## src/rtl/uart_receiver.sv

```systemverilog
// rtl/uart_receiver.sv - UART receive path: 16x oversampled deserializer with one-entry holding register
module uart_receiver #(
  parameter int SAMPLE_PT   = 7,
  parameter int SYNC_STAGES = 2
) (
  input  logic       clk,
  input  logic       wb_rst_i,
  input  logic [7:0] lcr,
  input  logic       enable,
  input  logic       srx_pad_i,
  input  logic       rx_reset,
  input  logic       rx_pop,
  input  logic       rx_lsr_mask,
  output logic [7:0] rx_data,
  output logic       rx_pe,
  output logic       rx_fe,
  output logic       rx_bi,
  output logic       rx_valid,
  output logic       rx_overrun,
  output logic [2:0] rx_state,
  output logic       rx_idle
);

  typedef enum logic [2:0] {
    S_IDLE   = 3'd0,
    S_START  = 3'd1,
    S_DATA   = 3'd2,
    S_PARITY = 3'd3,
    S_STOP   = 3'd4,
    S_PUSH   = 3'd5
  } state_t;

  state_t                 r_state;
  logic [SYNC_STAGES-1:0] r_sync;
  logic [3:0]             r_tick;
  logic [2:0]             r_bit_cnt;
  logic [7:0]             r_shift;
  logic                   r_pbit;
  logic                   r_pe;
  logic                   r_fe;
  logic                   r_bi;
  logic                   r_line_ok;
  logic [7:0]             r_rx_data;
  logic                   r_rx_pe;
  logic                   r_rx_fe;
  logic                   r_rx_bi;
  logic                   r_rx_valid;
  logic                   r_rx_overrun;

  logic w_srx;
  logic w_rst;
  logic w_sample;
  logic w_last_bit;
  logic w_par_exp;
  logic w_push;
  logic w_overflow;
  logic w_unused;

  assign w_srx      = r_sync[SYNC_STAGES-1];
  assign w_rst      = wb_rst_i | rx_reset;
  assign w_sample   = (r_tick == 4'(SAMPLE_PT));
  assign w_last_bit = (r_bit_cnt == (3'd4 + {1'b0, lcr[1:0]}));
  // Stick parity forces the bit to ~EP; otherwise EP selects even vs odd.
  assign w_par_exp  = lcr[5] ? ~lcr[4] : (lcr[4] ? ^r_shift : ~(^r_shift));
  assign w_push     = (r_state == S_PUSH);
  assign w_overflow = w_push & r_rx_valid & ~rx_pop;
  assign w_unused   = &{1'b0, lcr[7:6]};

  // Metastability synchroniser; presets to idle-high so reset never fakes a start bit
  always_ff @(posedge clk) begin
    if (wb_rst_i) r_sync <= '1;
    else          r_sync <= {r_sync[SYNC_STAGES-2:0], srx_pad_i};
  end

  // Frame decoder; advances on baud ticks except the push state, which always lasts one clk
  always_ff @(posedge clk) begin
    if (w_rst) begin
      r_state   <= S_IDLE;
      r_tick    <= 4'd0;
      r_bit_cnt <= 3'd0;
      r_shift   <= 8'd0;
      r_pbit    <= 1'b0;
      r_pe      <= 1'b0;
      r_fe      <= 1'b0;
      r_bi      <= 1'b0;
      r_line_ok <= 1'b0;
    end else if (r_state == S_PUSH) begin
      r_state <= S_IDLE;
    end else if (enable) begin
      r_tick <= r_tick + 4'd1;
      case (r_state)
        S_IDLE: begin
          if (w_srx) begin
            r_line_ok <= 1'b1;
          end else if (r_line_ok) begin
            r_tick  <= 4'd0;
            r_shift <= 8'd0;
            r_pbit  <= 1'b0;
            r_pe    <= 1'b0;
            r_fe    <= 1'b0;
            r_bi    <= 1'b0;
            r_state <= S_START;
          end
        end
        S_START: begin
          if (w_sample) begin
            if (!w_srx) begin
              r_bit_cnt <= 3'd0;
              r_state   <= S_DATA;
            end else begin
              r_state <= S_IDLE;
            end
          end
        end
        S_DATA: begin
          if (w_sample) begin
            r_shift[r_bit_cnt] <= w_srx;
            if (w_last_bit) r_state <= lcr[3] ? S_PARITY : S_STOP;
            else            r_bit_cnt <= r_bit_cnt + 3'd1;
          end
        end
        S_PARITY: begin
          if (w_sample) begin
            r_pbit  <= w_srx;
            r_pe    <= w_srx ^ w_par_exp;
            r_state <= S_STOP;
          end
        end
        S_STOP: begin
          if (w_sample) begin
            r_fe <= ~w_srx;
            // r_pbit stays 0 when parity is disabled, so it only vetoes a break when sampled high
            r_bi <= (r_shift == 8'd0) & ~r_pbit & ~w_srx;
            if (!w_srx) r_line_ok <= 1'b0;
            r_state <= S_PUSH;
          end
        end
        default: r_state <= S_IDLE;
      endcase
    end
  end

  // Holding register with valid/pop handshake and sticky overrun; runs every clk
  always_ff @(posedge clk) begin
    if (w_rst) begin
      r_rx_data    <= 8'd0;
      r_rx_pe      <= 1'b0;
      r_rx_fe      <= 1'b0;
      r_rx_bi      <= 1'b0;
      r_rx_valid   <= 1'b0;
      r_rx_overrun <= 1'b0;
    end else begin
      if (w_push && (!r_rx_valid || rx_pop)) begin
        r_rx_data  <= r_shift;
        r_rx_pe    <= r_pe;
        r_rx_fe    <= r_fe;
        r_rx_bi    <= r_bi;
        r_rx_valid <= 1'b1;
      end else if (!w_push && rx_pop) begin
        r_rx_valid <= 1'b0;
      end
      r_rx_overrun <= w_overflow | (r_rx_overrun & ~rx_lsr_mask);
    end
  end

  assign rx_data    = r_rx_data;
  assign rx_pe      = r_rx_pe;
  assign rx_fe      = r_rx_fe;
  assign rx_bi      = r_rx_bi;
  assign rx_valid   = r_rx_valid;
  assign rx_overrun = r_rx_overrun;
  assign rx_state   = r_state;
  assign rx_idle    = (r_state == S_IDLE);

endmodule

```

## config.mk

```make
export PLATFORM = sky130hd
export DESIGN_NAME = uart_receiver
export DESIGN_NICKNAME = d
export VERILOG_FILES = /design/src/rtl/uart_receiver.sv
export SDC_FILE = /design/constraint.sdc
export NUM_CORES = 1
export LEC_CHECK = 0
export BUFFER_PORTS_ARGS = -buffer_cell sky130_fd_sc_hd__buf_2
export CAP_MARGIN = 20
export CORE_MARGIN = 5
export CORE_UTILIZATION = 60
export DETAILED_ROUTE_END_ITERATION = 16
export GPL_ROUTABILITY_DRIVEN = 0
export PLACE_DENSITY = 0.82
export RECOVER_POWER = 100
export SYNTH_ARGS = -nofsm -noshare
export SYNTH_HDL_FRONTEND = slang
export SYNTH_SLANG_ARGS = --single-unit
```

## constraint.sdc

```tcl
create_clock -name clk -period 4 [get_ports clk]
set_input_delay 0.8 -clock clk [delete_from_list [all_inputs] [get_ports clk]]
set_output_delay 0.8 -clock clk [all_outputs]
set_load 0.005 [all_outputs]
```

==> results.yml <==
drt:
  drtIter0Drc: 127
  routed-wl-met2_um: 1760
  remaining_drc_errors: 0
  detailedRoute.firstPassIterationCount: 4
  detailroute.via_count: 1691
  routed_met3_length_um: 271
  finalWirelength_um: 3930
  antenna_left: 0
  highest_layer: "met4"
  average_wire_per_cell_in_the_routed_design_um: 13.1
  wl_met1_um: 1870
  post_drt_via_cell_ratio: 5.64
critical_path:
  cp-end-kind: "flop"
  worst-setup-path-type: "input pin to flop"
  worstSetupStartpointType: "input pin"
  crit_fanout: 23
  worst_ep_required_time_ns: 4.28
  cp_data_arrival_time_ns: 2.62
synthesis:
  yosysSeqAreaShare_pct: 39.0
  synthArstFlopShare_pct: 0
  syn-cell-area_mm2: 0.00195
  ranking_of_synthesized_cells_by_area: "sky130_fd_sc_hd__dfxtp_1 (39%), sky130_fd_sc_hd__mux2i_1 (6.2%), sky130_fd_sc_hd__nor2_1 (5.4%), sky130_fd_sc_hd__ha_1 (3.8%), sky130_fd_sc_hd__nand2_1 (3.7%)"
  synthDistinctLibCells: 45
  synthesis.yosys.warnings: 0
  synth_largest_type_area_fraction_pct: 39.0
  synth.avg_cell_area_um2: 8.30
  netlist.top_cell.by_area: "sky130_fd_sc_hd__dfxtp_1"
  synth_fp_nets: 256
  ys.flop_type: "sky130_fd_sc_hd__dfxtp_1"
  postSynthRegisterBits: 38
  synth-edff-count: 0
  synth_cells: 235
timing:
  hold_ws_ns: 0.418
  period_needed_ns: 2.34
  final_max_slew_viol_count: 0
  finalCritPeriodShare_pct: 58.4
  maxClockFrequency_mhz: 428
  final.setup.tns_ns: 0
  grt_setup_unrepaired: "false"
  tightest_slew_ns: 1.32
  hold_viol_final: 0
  timing.clock.skew_ns: 0.0123
  slew_headroom_pct: 11.9
  setup-violations-final: 0
clock_network:
  tritoncts_clock_tree: "done"
  cts.htree.levels: 2
  clk_pin_slew_worst_paths_ns: 0.11
  insertion_delay_ns: 0.35
  post_cts.resized_instances: 0
  tritoncts.num_buffers: 5
  ctsHoldBuffers: 0
  postCtsSetupRepairBufs: 0
  worst_case_clock_buffer_depth: 2
  clk_root_buffer_cell: "sky130_fd_sc_hd__clkbuf_4"
  clock_sinks: 38
cells_and_area:
  drive_gt1_share_pct: 14.5
  areaGrowthSynthToFinish_pct: 10.7
  most_frequent_standard_cell_in_the_layout_excluding_fill_and_tap_cells: "sky130_fd_sc_hd__dfxtp_1"
  most-common-layout-cells: "sky130_fd_sc_hd__dfxtp_1 (38), sky130_fd_sc_hd__nor2_1 (28), sky130_fd_sc_hd__buf_2 (23)"
  fill_cells: 275
  n_antenna_cell: 0
  num-nets-final: 276
  post-route-util_pct: 70.2
pwr:
  vdd_drop_max_mv: 0.230
  power_per_cell_area_mw_per_mm2: 345
  design_power_total_uw: 744
  p_leak_uw: 0.000769
outcome:
  status: "finished clean"
floorplan:
  die_h_um: 67.0
  std_cell_rows: 20
  initial_utilization_pct: 63.4
  floorplan.io_pins: 32
  die-area_mm2: 0.00449
  die_width_um: 67.0
  core_region_area_mm2: 0.00308
grt:
  global_route_wire_length_before_repair_um: 6880
  global_route.usage.total_pct: 20.1
  grt_pass1_vias: 1570
  antenna_found_initial: 0
  pin_count_of_the_biggest_net_entering_global_routing: 24
  globalRouteOverflowTotal: 0
run:
  cap_viol_max_count: 0
placed_design:
  dpl.hpwl_um: 2870
  buffer_ports.inserted: 28
worst_hold_path:
  min_path_type: "flop to flop"
## cell type report
class | instances | area (um^2) | share of cell area [%]
timing repair buffer | 29 | 138 | 6.37
tap | 44 | 55.1 | 2.55
clock inverter | 2 | 60.1 | 2.78
sequential | 38 | 761 | 35.2
clock buffer | 6 | 51.3 | 2.38
inverter | 15 | 56.3 | 2.61
multi-input combinational | 166 | 1040 | 48.1
## synthesized netlist by cell type (all sizes together), types with 6 or more instances
cell type / instances
buf: 6
o21ai: 12
dfxtp: 38
clkbuf: 10
nand2: 19
a31oi: 7
ha: 6
o211ai: 6
a21oi: 8
xnor2: 8
inv: 15
nor2: 28
mux2i: 12
## worst max-delay path, stage by stage
cell	delay, ns
sky130_fd_sc_hd__buf_2	0.10
sky130_fd_sc_hd__or2_0	0.67
sky130_fd_sc_hd__nor2_1	0.36
sky130_fd_sc_hd__nand2_1	0.10
sky130_fd_sc_hd__or3_1	0.40
sky130_fd_sc_hd__o22ai_1	0.18
## power by group
group	internal, uW	leakage, uW	switching (uW)	total, uW
Sequential	380	0.000307	2.41	383
Combinational	10.6	0.000404	16.1	26.7
Clock	212	0.0000585	123	335
Total	603	0.000769	141	744
## state kept, by name, summed over array words and instances, names as in the netlist, 2 cells and up
register   flops
r_tick         4
rx_data        8
r_sync         2
r_shift        8
r_bit_cnt      3
rx_state       3
## logic make-up after synthesis
| kind of cell | count (synthesis) | synth area share, % |
|---|---|---|
| AO/OA/AOI/OAI | 48 | 15.8 |
| adder cells (fa/ha/maj) | 6 | 3.85 |
| flip-flops | 38 | 39.0 |
| AND/OR/NAND/NOR | 90 | 23.4 |
| buffers and inverters | 31 | 7.25 |
| multiplexers | 12 | 6.16 |
| XOR/XNOR | 10 | 4.49 |
## metrics by stage
step	setup slack (ns)	instance area [um^2]	cells
CTS	1.73	2170	299
global route	1.43	2160	300
finish	1.66	2160	300
global placement	1.61	2060	291
detailed placement	1.58	2060	291
floorplan	2.00	1950	235
## metal layers
layer	track usage (%)	up-vias
met4	6.08	0
met3	6.24	4
met2	31.3	65
li1	-	853
met1	26.4	769
met5	0	-
## final timing paths
path	startpoint	endpoint	slack (ns)	cells past startpoint
worst max-delay path	rx_reset	r_shift[7]	1.66	6
worst min-delay path	r_sync[0]	r_sync[1]	0.42	1
worst max register to register	rx_state[0]	rx_data[7]	1.84	5
worst min register to register	r_sync[0]	r_sync[1]	0.42	1
(Power assumes the default switching activity.)
